===== src/rtl/shift_reg_ctrl.sv =====
// ============================================================================
// shift_reg_ctrl - command sequencer (load, N shifts, done) for a 4-bit
// universal shift register; define SHIFT_CTRL_ROTATE_EN for rotate feedback.
// Rev 1.0
// ============================================================================
`default_nettype none

module shift_reg_ctrl #(
  parameter int CNT_W = 3
) (
  input  logic             clk,
  input  logic             rst,
  input  logic             Cmd_Valid,
  output logic             Cmd_Ready,
  input  logic [3:0]       Cmd_Data,
  input  logic             Cmd_Dir,
  input  logic [CNT_W-1:0] Cmd_Len,
  input  logic             Cmd_Fill,
`ifdef SHIFT_CTRL_ROTATE_EN
  input  logic             Fb_MSB,
  input  logic             Fb_LSB,
`endif
  output logic             s1,
  output logic             s0,
  output logic [3:0]       Data_In,
  output logic             MSB_In,
  output logic             LSB_In,
  output logic             Busy,
  output logic             Done
);

  typedef enum logic [1:0] {
    ST_IDLE  = 2'd0,
    ST_LOAD  = 2'd1,
    ST_SHIFT = 2'd2,
    ST_DONE  = 2'd3
  } state_t;

  localparam logic [CNT_W-1:0] c_cnt_zero = '0;
  localparam logic [CNT_W-1:0] c_cnt_one  = {{(CNT_W-1){1'b0}}, 1'b1};

  state_t           state_q, state_d;
  logic [CNT_W-1:0] cnt_q,   cnt_d;
  logic [CNT_W-1:0] len_q,   len_d;
  logic [3:0]       data_q,  data_d;
  logic             dir_q,   dir_d;
  logic             fill_q,  fill_d;
  logic             rdy_en_q, rdy_en_d;
  logic [1:0]       mode;
  logic             fill_bit;

  always_ff @(posedge clk or posedge rst) begin
    if (rst) begin
      state_q  <= ST_IDLE;
      cnt_q    <= c_cnt_zero;
      len_q    <= c_cnt_zero;
      data_q   <= 4'b0000;
      dir_q    <= 1'b0;
      fill_q   <= 1'b0;
      rdy_en_q <= 1'b0;
    end else begin
      state_q  <= state_d;
      cnt_q    <= cnt_d;
      len_q    <= len_d;
      data_q   <= data_d;
      dir_q    <= dir_d;
      fill_q   <= fill_d;
      rdy_en_q <= rdy_en_d;
    end
  end

  // Serial fill source: captured fill bit, or the far end of the register when rotating.
`ifdef SHIFT_CTRL_ROTATE_EN
  assign fill_bit = dir_q ? Fb_MSB : Fb_LSB;
`else
  assign fill_bit = fill_q;
`endif

  always_comb begin
    state_d   = state_q;
    cnt_d     = cnt_q;
    len_d     = len_q;
    data_d    = data_q;
    dir_d     = dir_q;
    fill_d    = fill_q;
    rdy_en_d  = 1'b1;
    mode      = 2'b00;
    Cmd_Ready = 1'b0;
    Data_In   = 4'b0000;
    MSB_In    = 1'b0;
    LSB_In    = 1'b0;
    Busy      = 1'b0;
    Done      = 1'b0;

    unique case (state_q)
      ST_IDLE: begin
        // rdy_en_q keeps Cmd_Ready low until the first edge after reset release.
        Cmd_Ready = rdy_en_q;
        if (Cmd_Valid && rdy_en_q) begin
          data_d  = Cmd_Data;
          dir_d   = Cmd_Dir;
          len_d   = Cmd_Len;
          fill_d  = Cmd_Fill;
          cnt_d   = Cmd_Len;
          state_d = ST_LOAD;
        end
      end
      ST_LOAD: begin
        Busy    = 1'b1;
        mode    = 2'b11;
        Data_In = data_q;
        state_d = (len_q != c_cnt_zero) ? ST_SHIFT : ST_DONE;
      end
      ST_SHIFT: begin
        Busy = 1'b1;
        if (dir_q) begin
          mode   = 2'b10;
          LSB_In = fill_bit;
        end else begin
          mode   = 2'b01;
          MSB_In = fill_bit;
        end
        if (cnt_q <= c_cnt_one) begin
          cnt_d   = c_cnt_zero;
          state_d = ST_DONE;
        end else begin
          cnt_d = cnt_q - c_cnt_one;
        end
      end
      ST_DONE: begin
        Busy    = 1'b1;
        Done    = 1'b1;
        cnt_d   = c_cnt_zero;
        state_d = ST_IDLE;
      end
      default: begin
        state_d = ST_IDLE;
      end
    endcase
  end

  assign s1 = mode[1];
  assign s0 = mode[0];

endmodule

`default_nettype wire

===== config.mk =====
export PLATFORM = sky130hd
export DESIGN_NAME = shift_reg_ctrl
export DESIGN_NICKNAME = d
export VERILOG_FILES = /design/src/rtl/shift_reg_ctrl.sv
export SDC_FILE = /design/constraint.sdc
export NUM_CORES = 1
export LEC_CHECK = 0
export CAP_MARGIN = 20
export CELL_PAD_IN_SITES_DETAIL_PLACEMENT = 1
export CELL_PAD_IN_SITES_GLOBAL_PLACEMENT = 2
export CORE_ASPECT_RATIO = 1.75
export CORE_MARGIN = 4
export CORE_UTILIZATION = 30
export CTS_CLUSTER_SIZE = 14
export DETAILED_ROUTE_END_ITERATION = 10
export GPL_ROUTABILITY_DRIVEN = 0
export PLACE_DENSITY_LB_ADDON = 0.1
export SKIP_CTS_REPAIR_TIMING = 1
export SLEW_MARGIN = 40
export SYNTH_ARGS = -nofsm -noshare
export SYNTH_HDL_FRONTEND = slang
export SYNTH_SLANG_ARGS = --single-unit

===== constraint.sdc =====
create_clock -name clk -period 5 [get_ports clk]
set_clock_uncertainty 0.1 [all_clocks]
set_input_delay 0.75 -clock clk [delete_from_list [all_inputs] [get_ports clk]]
set_output_delay 0.75 -clock clk [all_outputs]
set_load 0.02 [all_outputs]

# After elaboration in Yosys (flattened, before gate mapping)
# Cells that the tools add are included.
# classes
bitwise	0
reduce_logical	8
shifts	0
mul	0
n_div	0
n_addsub	1
order_cmp	1
n_mux	17
eq_ne	5
# op_table
operator	count
$pmux W3 S3	1
$mux W1	8
$pmux W2 S4	1
$mux W2	3
$mux W3	2
$reduce_and A2 Y1	3
$reduce_bool A3 Y1	2
$eq A2 B2 Y1 const B	2
$mux W4	1
$ne A2 B2 Y1 const B	2
$pmux W2 S2	1
$le A3 B1 Y1 const B	1
$reduce_or A3 Y1	1
$sub A3 B1 Y3 const B	1
$eq A2 B1 Y1 const B	1
$logic_not A2 Y1	1
$logic_and A1 B1 Y1	1
# word_totals
romBits	0
out_inout_bits	11
register_bits	15
mem_count	0
latch_bits	0
ramBits	0

# Longest topological paths before layout
# logic_depth
word_depth	3
mapped_depth	7

# Least setup slack after synthesis
# No wires, ideal clock.
# synth_path
path_kind	register -> output
startpoint	register state_q[0]
endpoint	output port s1
path_slack_ns	2.786
arrival_ns	1.364
stages_incl_launch_ff	6
cell_sequence	dfrtp_1 inv_1 ha_1 clkbuf_1 a21oi_1 nor2b_1
# synth_between
elab_chain_cells	2
elab_cells_between_ends	3
# synth_lines
item	line	text
start, declared	42	state_t state_q, state_d;
start signal, assigned	62	state_q <= state_d;
$eq A2 B2 Y1 or $eq A2 B1 Y1 (tied branches)	95	unique case (state_q)
$pmux W2 S2 (*)	95	
end, declared	23	output logic s1,
# Mark *: on every way between the ends. The rest lies on a longest branch, timed or not.

# Worst setup path in the final report
# layout_path
startpoint	register state_q[0]
endpoint	output port s0
# layout_between
elab_chain_cells	2
elab_cells_between_ends	3
# layout_lines
item	line	text
$eq A2 B2 Y1 or $eq A2 B1 Y1 (tied branches)	95	
$pmux W2 S2 (*)	95	
end, declared	24	output logic s0,
# Marks and branches as above.

==> reports/metrics.csv <==
stage,metric,value,unit
synth,syn_area_per_cell,11.2,um^2
route,drtAntennaViolNets,0,
power_and_ir_drop,powerDensity,650,nW/um^2
floorplanning,start_util,0.317,
synth,synth_most_common_cell,dfrtp_1,
timing,fmax,0.341,GHz
cells_and_area,fin_nets,124,
timing,worst_pin_slew,0.597,ns
setup_path,critPathKind,reg2out,
timing,setup_viol,0,
synth,synth.area.top_cells,"dfrtp_1, mux2_2, ha_1",
global_route,grt_pass1_wl,3310,um
floorplanning,die_w,48.8,um
synth,synth_area,872,um^2
setup_path,crit_path_max_fanout,9,
timing,timing_hold_violations_final,0,
route,routedWlPerCell,15.0,um
global_route,antenna_found_initial,0,
synth,synth-seq-area-share,0.430,
setup_path,endpoint_kind,output pin,
route,wl_met3,66,um
timing,finalWorstSetupSlack,2.07,ns
route,met2_length,1130,um
clock_network,cts_root_buffer,clkbuf_8,
timing,final.min_clock_period,2.93,ns
global_route,grt_usage,0.109,
setup_path,worstPathArrival,2.08,ns
route,drc,0,
power_and_ir_drop,total_power,0.759,mW
synth,async_reset_ff_frac,1.00,
cells_and_area,post-route-util,0.424,
placement,port_buffers,22,
synth,synth_edf_count,0,
cells_and_area,drive_above_1_share,0.175,
global_route,grt_max_degree,16,
floorplanning,fp-row-count,25,
clock_network,htree_levels,1,
setup_path,cp-start-kind,register,
floorplanning,dieHeight,79.3,um
route,topRoutingLayerUsed,met4,
synth,synth_area_leader_cell,dfrtp_1,
route,dr.pass1.iters,2,
setup_path,cp.required,4.15,ns
synth,synth_ff_type,dfrtp_1,
placement,dp_hpwl,1590,um
synth,yosys_warnings,0,
cells_and_area,areaGrowthSynthToFinish,33.9,%
floorplanning,coreArea,2750,um^2
synth,ys_seq_elements,15,
status,status,completed,
route,wl_met1,734,um
global_route,grt_overflow,0,
synth,yosysTopAreaCellShare,0.430,
timing,rsz0062_at_grt,false,
route,wirelength,1950,um
placement,dp.cells,126,
power_and_ir_drop,ir_drop,0.232,mV
clock_network,clk_latency,0.24,ns
power_and_ir_drop,power.static_leakage,0.507,nW
clock_network,cts_tree,yes,
timing,drv_slew,0,
route,vias,663,
floorplanning,pin_count,23,
route,drt_iter0_markers,4,
timing,slew_headroom,0.601,
synth,synth.distinct_cells,27,
timing,period_share,0.587,
global_route,grt_pass1_vias,729,
synth,synth_cells,78,
cells_and_area,final_cells,130,
run,cap_violations,0,
floorplanning,fp.dieArea,3870,um^2
placement,pre_cts_slack,2.31,ns
hold_path,hp-class,reg2reg,
route,vias_per_cell,5.10,
clock_network,clock_path_buffers,2,
clock_network,clock-sinks,15,
cells_and_area,num_antenna_cells,0,
timing,tns,0,ns
synth,synth_nets,98,
clock_network,clkTransAtPathRegs,0.06,ns
clock_network,cts_buffers,3,
synth,synth.top_cells.by_count,"dfrtp_1, mux2_2, ha_1, inv_1",
[per-layer routing]
| layer | up-vias | track usage |
|---|---|---|
| li1 | 316 | - |
| met1 | 334 | 0.112 |
| met2 | 11 | 0.213 |
| met3 | 2 | 0.0225 |
| met4 | 0 | 0.0323 |
| met5 | - | 0 |
[cells in the final DEF (no fill, tap or decap)]
cell              n
o211ai_1          1
ha_1              8
or2b_2            1
o31ai_1           2
or4b_1            1
o21ai_1           1
a2bb2oi_1         1
dfrtp_1          15
clkbuf_8          3
or3_4             1
nor2_1            4
o21a_1            2
and2_1            5
inv_1             6
o21ba_2           1
nor2b_1           4
a21oi_2           1
nand2_1           5
clkbuf_1          1
a21oi_1           2
a31oi_4           1
and3_1            1
a21boi_1          1
o21ai_0           1
a41oi_2           1
mux2_2            9
conb_1            1
a32oi_1           1
clkdlybuf4s50_1  22
[per-stage QoR]
stage	instance area (um^2)	hold WS, ns
2_1_floorplan	872	0.371
3_3_place_gp	1120	0.380
3_5_place_dp	1120	0.391
4_1_cts	1170	0.406
5_1_grt	1170	0.427
6_report	1170	0.399
[final cells by class]
| cell class | count | area, um^2 |
|---|---|---|
| fill | 314 | 1590 |
| multi-input combinational | 56 | 470 |
| sequential | 15 | 375 |
| timing repair buffer | 22 | 220 |
| clock buffer | 4 | 45.0 |
| tap | 27 | 33.8 |
| inverter | 6 | 22.5 |
[cell families after synthesis]
family	synth area share
and+or+nand+nor	0.145
DFF	0.430
adders and majority gates	0.115
AOI/OAI and AO/OA	0.159
buffers and inverters	0.0301
other	0.00430
muxes	0.116
[power by group]
| part | switching [mW] | internal (mW) | leakage (nW) |
|---|---|---|---|
| combinational | 0.215 | 0.218 | 0.306 |
| sequential | 0.0466 | 0.181 | 0.179 |
| clock | 0.0423 | 0.0564 | 0.0228 |
| total | 0.304 | 0.455 | 0.507 |
[critical path, cell delays in order, from the launching register on]
cell and delay [ns]:
dfrtp_1 0.45, inv_1 0.14, ha_1 0.37, nor2b_1 0.18
o21a_1 0.11, clkdlybuf4s50_1 0.59
[final timing paths]
check	from	end	slack, ns	depth (start not counted)
worst max register to register	state_q[0]	fill_bit	3.15	5
max in group asynchronous	rst	len_q[2]	3.64	2
worst min-delay path	len_q[2]	len_q[2]	0.40	1
worst min register to register	len_q[2]	len_q[2]	0.40	1
min in group asynchronous	rst	len_q[0]	0.77	2
worst max-delay path	state_q[0]	s0	2.07	5
[state kept, by name, summed over array words and instances, names as in the netlist]
| name | count |
|---|---|
| cnt_q | 3 |
| data_q | 4 |
| dir_q | 1 |
| fill_bit | 1 |
| len_q | 3 |
| rdy_en_q | 1 |
| state_q | 2 |
Note: power is estimated with default switching activity, not from simulation.
